==> config.mk <==
export PLATFORM = sky130hd
export DESIGN_NAME = sat_bin_loader
export DESIGN_NICKNAME = d
export VERILOG_FILES = /design/src/rtl/sat_bin_loader.sv
export SDC_FILE = /design/constraint.sdc
export NUM_CORES = 1
export LEC_CHECK = 0
export CORE_AREA = 2 2 151 153
export DETAILED_ROUTE_END_ITERATION = 16
export DIE_AREA = 0 0 153 155
export SETUP_SLACK_MARGIN = 0.05
export SLEW_MARGIN = 20
export SYNTH_ARGS = -nofsm -noshare
export SYNTH_HDL_FRONTEND = slang
export SYNTH_SLANG_ARGS = --single-unit
==> constraint.sdc <==
create_clock -name clk -period 4.1 [get_ports clk]
set_input_delay 0.82 -clock clk [delete_from_list [all_inputs] [get_ports clk]]
set_output_delay 0.82 -clock clk [all_outputs]
set_load 0.005 [all_outputs]
==> src/rtl/sat_bin_loader.sv <==
// sat_bin_loader
// Loads one packed SAT problem into sat_bin, starts the solve and returns
// the verdict to the host.
//
// Ports
//   clk, rst              clock, asynchronous active-low reset
//   load_start_i          request a new load (only honoured in IDLE)
//   in_valid_i/in_data_i  problem stream: nb, nv, clause words, var words
//   in_ready_o            stream word accepted when valid & ready
//   apply_ex_o            sat_bin RAMs owned by this loader
//   ram_*_c_ex_o          clause BRAM write port
//   ram_*_v_ex_o          var BRAM write port
//   start_o/bin_info_en_o one-cycle solve start, nb_all_o/nv_all_o held
//   done_i, global_*_i    sat_bin completion and verdict
//   busy_o                load/solve in progress
//   done_o, err_o         completion pulse, header-reject pulse
//   sat_o, unsat_o        verdict latched at done_o
//
// state  | meaning
// IDLE   | waiting for load_start_i
// HDR_NB | taking header word nb
// HDR_NV | taking header word nv
// CHK    | validate T = nb*cmax against both RAM depths
// WR_C   | writing T clause words at addresses 1..T
// WR_V   | writing T var words at addresses 1..T
// TAIL   | last write drains, apply_ex_o still high
// START  | hand back RAMs, issue start pulse
// RUN    | waiting for done_i
module sat_bin_loader #(
  parameter int NUM_CLAUSES_A_BIN  = 8,
  parameter int WIDTH_CLAUSES      = 16,
  parameter int WIDTH_VAR          = 12,
  parameter int ADDR_WIDTH_CLAUSES = 9,
  parameter int ADDR_WIDTH_VAR     = 9,
  parameter int IN_WIDTH           = 16
) (
  input  logic                          clk,
  input  logic                          rst,
  input  logic                          load_start_i,
  input  logic                          in_valid_i,
  input  logic [IN_WIDTH-1:0]           in_data_i,
  output logic                          in_ready_o,
  output logic                          apply_ex_o,
  output logic                          ram_we_c_ex_o,
  output logic [WIDTH_CLAUSES-1:0]      ram_din_c_ex_o,
  output logic [ADDR_WIDTH_CLAUSES-1:0] ram_addr_c_ex_o,
  output logic                          ram_we_v_ex_o,
  output logic [WIDTH_VAR-1:0]          ram_din_v_ex_o,
  output logic [ADDR_WIDTH_VAR-1:0]     ram_addr_v_ex_o,
  output logic                          start_o,
  output logic                          bin_info_en_o,
  output logic [WIDTH_CLAUSES-1:0]      nb_all_o,
  output logic [WIDTH_VAR-1:0]          nv_all_o,
  input  logic                          done_i,
  input  logic                          global_sat_i,
  input  logic                          global_unsat_i,
  output logic                          busy_o,
  output logic                          done_o,
  output logic                          sat_o,
  output logic                          unsat_o,
  output logic                          err_o
);

  // Wide enough that nb*cmax never truncates before the depth check.
  localparam int TW = WIDTH_CLAUSES + $clog2(NUM_CLAUSES_A_BIN) + 1;

  typedef enum logic [3:0] {
    S_IDLE, S_HDR_NB, S_HDR_NV, S_CHK, S_WR_C, S_WR_V, S_TAIL, S_START, S_RUN
  } state_t;

  state_t r_state, w_next;

  logic [WIDTH_CLAUSES-1:0] r_nb;
  logic [WIDTH_VAR-1:0]     r_nv;
  logic [TW-1:0]            r_total, r_cnt;
  logic                     r_apply, r_we_c, r_we_v, r_start;
  logic                     r_busy, r_done, r_sat, r_unsat, r_err;
  logic [WIDTH_CLAUSES-1:0]      r_din_c;
  logic [ADDR_WIDTH_CLAUSES-1:0] r_addr_c;
  logic [WIDTH_VAR-1:0]          r_din_v;
  logic [ADDR_WIDTH_VAR-1:0]     r_addr_v;

  logic          w_ready, w_accept, w_hdr_bad, w_last;
  logic [TW-1:0] w_total, w_cnt_inc;

  assign w_ready   = (r_state == S_HDR_NB) || (r_state == S_HDR_NV) ||
                     (r_state == S_WR_C)   || (r_state == S_WR_V);
  assign w_accept  = in_valid_i & w_ready;
  assign w_total   = TW'(r_nb) * TW'(NUM_CLAUSES_A_BIN);
  assign w_hdr_bad = (r_nb == '0) ||
                     (w_total > TW'(2**ADDR_WIDTH_CLAUSES - 1)) ||
                     (w_total > TW'(2**ADDR_WIDTH_VAR - 1));
  assign w_cnt_inc = r_cnt + TW'(1);
  assign w_last    = (w_cnt_inc == r_total);

  always_ff @(posedge clk or negedge rst) begin
    if (!rst) r_state <= S_IDLE;
    else      r_state <= w_next;
  end

  always_comb begin
    w_next = r_state;
    case (r_state)
      S_IDLE:   if (load_start_i) w_next = S_HDR_NB;
      S_HDR_NB: if (w_accept) w_next = S_HDR_NV;
      S_HDR_NV: if (w_accept) w_next = S_CHK;
      S_CHK:    w_next = w_hdr_bad ? S_IDLE : S_WR_C;
      S_WR_C:   if (w_accept && w_last) w_next = S_WR_V;
      S_WR_V:   if (w_accept && w_last) w_next = S_TAIL;
      S_TAIL:   w_next = S_START;
      S_START:  w_next = S_RUN;
      S_RUN:    if (done_i) w_next = S_IDLE;
      default:  w_next = S_IDLE;
    endcase
  end

  // All outputs are registered, so the visible TAIL/START cycles trail the
  // state by one clock: the TAIL state cycle still shows the last write.
  always_ff @(posedge clk or negedge rst) begin
    if (!rst) begin
      r_nb <= '0; r_nv <= '0; r_total <= '0; r_cnt <= '0;
      r_apply <= 1'b0; r_we_c <= 1'b0; r_we_v <= 1'b0; r_start <= 1'b0;
      r_busy <= 1'b0; r_done <= 1'b0; r_sat <= 1'b0; r_unsat <= 1'b0;
      r_err <= 1'b0;
      r_din_c <= '0; r_addr_c <= '0; r_din_v <= '0; r_addr_v <= '0;
    end else begin
      r_we_c  <= 1'b0;
      r_we_v  <= 1'b0;
      r_start <= 1'b0;
      r_done  <= 1'b0;
      r_err   <= 1'b0;
      case (r_state)
        S_IDLE: if (load_start_i) begin
          r_busy  <= 1'b1;
          r_sat   <= 1'b0;
          r_unsat <= 1'b0;
        end
        S_HDR_NB: if (w_accept) r_nb <= in_data_i[WIDTH_CLAUSES-1:0];
        S_HDR_NV: if (w_accept) r_nv <= in_data_i[WIDTH_VAR-1:0];
        S_CHK: begin
          r_cnt   <= '0;
          r_total <= w_total;
          if (w_hdr_bad) begin
            r_err  <= 1'b1;
            r_busy <= 1'b0;
          end else begin
            r_apply <= 1'b1;
          end
        end
        S_WR_C: if (w_accept) begin
          r_we_c   <= 1'b1;
          r_addr_c <= w_cnt_inc[ADDR_WIDTH_CLAUSES-1:0];
          r_din_c  <= in_data_i[WIDTH_CLAUSES-1:0];
          r_cnt    <= w_last ? '0 : w_cnt_inc;
        end
        S_WR_V: if (w_accept) begin
          r_we_v   <= 1'b1;
          r_addr_v <= w_cnt_inc[ADDR_WIDTH_VAR-1:0];
          r_din_v  <= in_data_i[WIDTH_VAR-1:0];
          r_cnt    <= w_last ? '0 : w_cnt_inc;
        end
        S_START: begin
          r_apply <= 1'b0;
          r_start <= 1'b1;
        end
        S_RUN: if (done_i) begin
          r_done  <= 1'b1;
          r_sat   <= global_sat_i;
          r_unsat <= global_unsat_i;
          r_busy  <= 1'b0;
        end
        default: ;
      endcase
    end
  end

  assign in_ready_o      = w_ready;
  assign apply_ex_o      = r_apply;
  assign ram_we_c_ex_o   = r_we_c;
  assign ram_din_c_ex_o  = r_din_c;
  assign ram_addr_c_ex_o = r_addr_c;
  assign ram_we_v_ex_o   = r_we_v;
  assign ram_din_v_ex_o  = r_din_v;
  assign ram_addr_v_ex_o = r_addr_v;
  assign start_o         = r_start;
  assign bin_info_en_o   = r_start;
  assign nb_all_o        = r_nb;
  assign nv_all_o        = r_nv;
  assign busy_o          = r_busy;
  assign done_o          = r_done;
  assign sat_o           = r_sat;
  assign unsat_o         = r_unsat;
  assign err_o           = r_err;

endmodule

==> key figures, run 1 <==
Run status
  • Outcome: complete, no violations

Logic synthesis
  • Share of Yosys cell area claimed by the top area cell type: 0.543
  • Post-synth top cells: dfrtp_1 (123), nand2_1 (85), mux2_2 (59)
  • Sequential share of the synthesized area: 0.543
  • Top FF cell, synth: dfrtp_1
  • Async SR Flop Fraction: 1.00
  • Synth warn: 0
  • Most numerous cell in the Yosys netlist: dfrtp_1
  • Unique masters post-synth: 56
  • Yosys reg bits: between 100 and 150
  • Leading area contributor after synthesis: dfrtp_1
  • Gate Count Post-Synth: 509
  • Synthesized net count: 533
  • Top post-synthesis cells by area: dfrtp_1 (54%), mux2_2 (12%), nand2_1 (5.6%), xnor2_1 (3.6%), xor2_1 (2.5%)
  • Synth Cell Area: 5670 um2
  • Post-synth EDFFs: 0
  • Avg Cell Area, Syn: 11.1 um2

Global route
  • First-pass GRT wire length: ~23,000 um
  • GRT Residual Overflow: 0
  • Vias in the first global route: 4,147
  • Largest net degree at the start of global routing: 94
  • Antenna violations before repair: 0
  • Gr usage total: 0.123

Routing
  • WL/cell: 15.1 um
  • Pre-antenna DRT Iters: 4
  • Via density per instance: around 4.4
  • Iteration-0 DRC Markers: 270
  • Vias: 4,020
  • Final ANT Viol Nets: 0
  • DRC: 0
  • Post-Route WL: 13,800 um

Floorplanning
  • Starting Density: 0.255
  • Die ar.: 23,700 um2
  • DIE WIDTH: approximately 150 um
  • Core area: around 22,000 um2
  • Die Ht: 155 um
  • Num rows: 55
  • I/O pin count: 108

Place
  • Port bufs: 107
  • DPL Wire Length: 9830 um
  • Gpl congestion: 0.884

Pwr
  • Sequential power share: 0.383
  • Pint: 3410 uW
  • Maximum vdd drop: ~0.41 mV
  • Static leakage: 0.00332 uW
  • Part of the power in combinational logic: 0.295
  • Clock network fraction of design power: 0.322
  • Switching pwr: 1450 uW
  • Switching Share: 0.299
  • Ratio of total power to cell area: 634 nW/um2

Clocking
  • CTS sink cnt: 123
  • Hold Buf Count CTS: 0
  • CTS resizes: 0
  • CTS tree: yes
  • CTS Buf Count: 17
  • Root buf cell: clkbuf_16
  • H-tree depth: 4
  • Clock slew at reported path FFs: roughly 60 ps
  • Clock buffer depth: 2
  • Worst skew pair latency: 420 ps
  • Postcts setup bufs: 0

Cells and area
  • Multi-input logic area: 2420 um2
  • Nets: 641
  • Antenna cells: 0
  • Layout cell share with drive strength beyond 1: 0.200
  • Layout area overhead: 35.3%
  • # fillers: 2,248
  • FF+latch area: 3080 um2

Timing
  • Min cycle time layout: 3380 ps
  • Final hold violations: 0
  • Finish-stage setup viols: 0
  • RSZ-0062 raised after global routing: no
  • Least-Margin Pin Slew: between 600 and 700 ps
  • Final hold slack: 341 ps
  • Fmax: 296 MHz
  • Relative max-transition margin: 0.548
  • Setup TNS: 0 ps
  • Max Transition Viols Final: 0
  • Final Cycle Share: 0.823
  • Worst Skew: about 12 ps

Job
  • Max Cap Viol: 0

Worst setup path
  • Startpoint types: register
  • CP arrival: 3670 ps
  • CP max FO: 9
  • Crit path kind: reg -> reg
  • Worst path required time: 4390 ps
  • Crit end category: register

Min path
  • Hold WC Path Type: in -> async
cell families (layout without fill, tap and decap cells):
| logic type | Yosys count | count (layout) | synth area share |
|---|---|---|---|
| buffers and inverters | 37 | 158 | 0.0305 |
| DFF | 123 | 123 | 0.543 |
| adders and majority gates | 1 | 1 | 0.00221 |
| AOI/OAI and AO/OA | 50 | 50 | 0.0570 |
| and+or+nand+nor | 196 | 196 | 0.181 |
| muxes | 62 | 62 | 0.123 |
| xor gates and xnor gates | 40 | 40 | 0.0632 |
final timing paths:
path | from | end | slack [ps] | depth (start not counted)
worst max-delay path | r_cnt[0]$_DFFE_PN0P_ | r_cnt[17]$_DFFE_PN0P_ | 720 | 10
worst min-delay path | rst | ram_we_c_ex_o$_DFF_PN0_ | 340 | 1
worst max register to register | r_cnt[0]$_DFFE_PN0P_ | r_cnt[17]$_DFFE_PN0P_ | 720 | 10
worst min register to register | ram_addr_v_ex_o[3]$_DFFE_PN0P_ | ram_addr_v_ex_o[3]$_DFFE_PN0P_ | 480 | 2
max in group asynchronous | rst | ram_din_c_ex_o[10]$_DFFE_PN0P_ | 2930 | 2
min in group clk | ram_addr_v_ex_o[3]$_DFFE_PN0P_ | ram_addr_v_ex_o[3]$_DFFE_PN0P_ | 480 | 2
area by class of cell:
type	instances	area share
clock buffer	20	0.0596
inverter	10	0.00490
timing repair buffer	116	0.150
sequential	123	0.402
tap	285	0.0465
clock inverter	12	0.0211
multi-input combinational	349	0.316
state kept, by name, indices dropped and copies added (netlist names):
signal           flops
unsat_o              1
sat_o                1
ram_we_v_ex_o        1
r_cnt               20
nb_all_o            16
nv_all_o            12
ram_din_c_ex_o      16
ram_addr_v_ex_o      9
bin_info_en_o        1
ram_din_v_ex_o      12
r_state              4
busy_o               1
apply_ex_o           1
ram_addr_c_ex_o      9
done_o               1
r_total             16
ram_we_c_ex_o        1
err_o                1
power groups by stage:
stage / combinational [uW] / sequential, uW / clock, uW
after global placement: 1440 / 1870 / 0
after CTS: 1460 / 1860 / 1600
final: 1430 / 1860 / 1560
after detailed placement: 1440 / 1880 / 0
after global routing: 1580 / 1920 / 1660
after floorplan: 697 / 1810 / 0
routing by layer:
metal / wire length, um / vias up / GRT usage
li1: - / 1965 / -
met1: 6560 / 1934 / 0.166
met2: 5980 / 115 / 0.176
met3: 1210 / 6 / 0.0540
met4: 82 / 0 / 0.0437
met5: 0 / - / 0
metrics by stage:
step | instances | cell area, um2 | power (uW) | utilization | setup WS (ps)
CTS | 915 | 7660 | 4930 | 0.345 | 717
floorplan | 509 | 5670 | 2510 | - | 1420
detailed placement | 883 | 7050 | 3320 | 0.317 | 732
finish | 915 | 7660 | 4860 | 0.345 | 724
global placement | 883 | 7050 | 3310 | 0.317 | 811
global route | 915 | 7660 | 5150 | 0.345 | 404
layout by cell type, fill, tap and decap left out, drive strengths merged, types with 2 or more instances in the layout:
cell type	instances
nor4b	2
nor4	7
nor3	15
xnor2	24
a22o	2
nor2	43
inv	13
and4	2
o21ai	20
buf	10
xor2	16
clkbuf	20
clkdlybuf4s50	106
o22ai	2
a31oi	4
a21oi	11
clkinvlp	6
nor2b	6
bufinv	3
or3	4
and3	4
nand3	10
o31ai	3
nand2	87
nand4	8
and2	2
nand2b	2
mux2i	3
mux2	59
dfrtp	123
worst max-delay path, stage by stage (launching register included):
cell     delay, ps
dfrtp_1        490
ha_1           330
nand4_1        210
nor3_1         560
nand3_1        170
xnor2_1        160
nor4_2         350
nand4_4        220
o21ai_4        360
buf_4          330
nor2_4          60
No activity file was read; power rests on OpenSTA's default activity.
==> run 2, diff against run 1 <==
- clock period: 4.1 -> 3.2 ns (I/O delays scaled with it)
==> run 2 against run 1 <==
- sequential cell count did not move
- clock power is 30% higher
- via count increased by 0.70%
- final area is 0.47% higher
==> key figures, run 2 (same netlist as run 1, synthesis figures left out) <==
Clocking
  • CTS resizes: 0 (unchanged)
  • CTS sink cnt: 123 (unchanged)
  • Clock buffer depth: 2 (unchanged)
  • CTS tree: yes (unchanged)
  • CTS Buf Count: 17 (unchanged)
  • Hold Buf Count CTS: 0 (unchanged)
  • Root buf cell: clkbuf_16 (unchanged)
  • Worst skew pair latency: 420 ps (about the same)
  • H-tree depth: 4 (unchanged)
  • Postcts setup bufs: 0 (unchanged)
  • Clock slew at reported path FFs: 60 ps (about the same)

Floorplanning
  • I/O pin count: 108 (unchanged)
  • Num rows: 55 (unchanged)
  • Core area: 22,200 um2 (unchanged)
  • Die Ht: 155 um (unchanged)
  • DIE WIDTH: 153 um (unchanged)
  • Starting Density: 0.255 (unchanged)
  • Die ar.: 23,700 um2 (unchanged)

Worst setup path
  • Reg2reg start: r_cnt[0]$_DFFE_PN0P_ (unchanged)
  • Worst path required time: 3490 ps (was 4390 ps)
  • Crit path kind: reg -> reg (unchanged)
  • Worst Reg2Reg Path Length in Cells: 8 (was 10)
  • Reg2reg end: r_state[0]$_DFFE_PN0P_ (was r_cnt[17]$_DFFE_PN0P_)
  • Crit end category: register (unchanged)
  • CP max FO: 9 (unchanged)
  • Startpoint types: register (unchanged)
  • CP Launch Point: r_cnt[0]$_DFFE_PN0P_ (unchanged)
  • Setup crit end: r_state[0]$_DFFE_PN0P_ (was r_cnt[17]$_DFFE_PN0P_)
  • Reg2reg setup slack: 310 ps (was 720 ps)
  • CP arrival: 3180 ps (was 3670 ps)

Job
  • Max Cap Viol: 0 (unchanged)

Timing
  • Final worst setup slack: 311 ps (was 724 ps)
  • Fmax: 346 MHz (was 296 MHz)
  • Setup TNS: 0 ps (unchanged)
  • Finish-stage setup viols: 0 (unchanged)
  • Relative max-transition margin: 0.555 (was 0.548)
  • Final hold slack: 166 ps (was 341 ps)
  • Min cycle time layout: 2890 ps (was 3380 ps)
  • Final Cycle Share: 0.903 (was 0.823)
  • Max Transition Viols Final: 0 (unchanged)
  • RSZ-0062 raised after global routing: no (unchanged)
  • Worst Skew: 10.0 ps (was 12.1 ps)
  • Final hold violations: 0 (unchanged)
  • Least-Margin Pin Slew: 668 ps (was 677 ps)

Global route
  • Largest net degree at the start of global routing: 66 (was 94)
  • First-pass GRT wire length: 22,400 um (was 22,900 um)
  • Antenna violations before repair: 0 (unchanged)
  • GRT Residual Overflow: 0 (unchanged)
  • Gr usage total: 0.120 (was 0.123)
  • Vias in the first global route: 4,088 (was 4,147)

Cells and area
  • Layout cell share with drive strength beyond 1: 0.204 (was 0.200)
  • Commonest non-fill, non-tap cell in the layout: dfrtp_1 (unchanged)
  • Reg with most FFs: r_cnt (unchanged)
  • Most frequent cells in the layout: dfrtp_1 (123), clkdlybuf4s50_1 (106), nand2_1 (85) (unchanged)
  • # fillers: 2,224 (was 2,248)
  • Nets: 644 (was 641)
  • Layout area overhead: 35.9% (was 35.3%)
  • Largest register FFs: 20 (unchanged)
  • Antenna cells: 0 (unchanged)

Routing
  • Via density per instance: 4.41 (was 4.39)
  • Final ANT Viol Nets: 0 (unchanged)
  • Vias: 4,048 (was 4,020)
  • WL/cell: 14.9 um (was 15.1 um)
  • Post-Route WL: 13,600 um (was 13,800 um)
  • DRC: 0 (unchanged)
  • Pre-antenna DRT Iters: 5 (was 4)
  • Iteration-0 DRC Markers: 256 (was 270)

Place
  • Gpl congestion: 0.846 (was 0.884)
  • DPL Wire Length: 9790 um (was 9830 um)
  • Port bufs: 107 (unchanged)
  • Pre-CTS WS: 314 ps (was 732 ps)

Pwr
  • Static leakage: 0.00335 uW (was 0.00332 uW)
  • Ratio of total power to cell area: 812 nW/um2 (was 634 nW/um2)
  • Maximum vdd drop: 0.452 mV (was 0.407 mV)

Min path
  • Hold WC Path Type: in -> async (unchanged)

Run status
  • Outcome: complete, no violations (unchanged)
[run 2: changes by cell type in the layout (fill, tap and decap cells not counted)]
cell,previous run,this run
inv_6,3,2
clkbuf_8,2,0
clkinv_4,0,3
clkinvlp_4,6,2
clkbuf_1,1,0
bufinv_16,3,4
buf_4,9,11
buf_12,1,2
clkinv_2,0,3
[run 2: metal layers]
layer,GRT usage,part of all wire,up-vias
met5,0,0,-
li1,-,-,1966
met4,0.0441,0.013,0
met1,0.160,0.48,1969
met2,0.170,0.42,103
met3,0.0563,0.084,10
[run 2: metrics by stage]
step           cell area (um2)  instances  utilization  power [uW]
2_1_floorplan             5670        509            -        3220
3_3_place_gp              7080        886        0.319        4250
3_5_place_dp              7080        886        0.319        4270
4_1_cts                   7700        917        0.346        6350
5_1_grt                   7700        917        0.346        6630
6_report                  7700        917        0.346        6250
[run 2: report_power, final]
| group | total (uW) | switching [uW] | internal (uW) |
|---|---|---|---|
| logic | 1840 | 734 | 1110 |
| clock network | 2030 | 727 | 1300 |
| registers | 2380 | 381 | 2000 |
| total | 6250 | 1840 | 4410 |
[run 2: layout make-up]
type | instances | area, um2 | share of cell area
Inverter | 10 | 37.5 | 0.00487
Clock buffer | 17 | 425 | 0.0552
Tap cell | 285 | 357 | 0.0463
Clock inverter | 14 | 194 | 0.0252
Multi-Input combinational cell | 349 | 2420 | 0.315
Sequential cell | 123 | 3080 | 0.400
Timing Repair Buffer | 119 | 1180 | 0.154
[run 2: worst min path at each step]
stage,to,startpoint,slack (ps)
finish,ram_we_v_ex_o$_DFF_PN0_,rst,170
global route,ram_addr_v_ex_o[2]$_DFFE_PN0P_,rst,190
CTS,ram_addr_v_ex_o[8]$_DFFE_PN0P_,rst,160
detailed placement,ram_addr_v_ex_o[5]$_DFFE_PN0P_,ram_addr_v_ex_o[5]$_DFFE_PN0P_,470
global placement,ram_addr_v_ex_o[4]$_DFFE_PN0P_,ram_addr_v_ex_o[4]$_DFFE_PN0P_,460
floorplan,apply_ex_o$_DFFE_PN0P_,rst,340
[run 2: critical path, stage by stage (launching register included)]
cell     delay, ps
dfrtp_1        480
nand3_2        160
or3_1          530
xnor2_1        430
xnor2_1        170
nor4b_4        280
nand4_4        220
and4_4         240
a221o_1        250
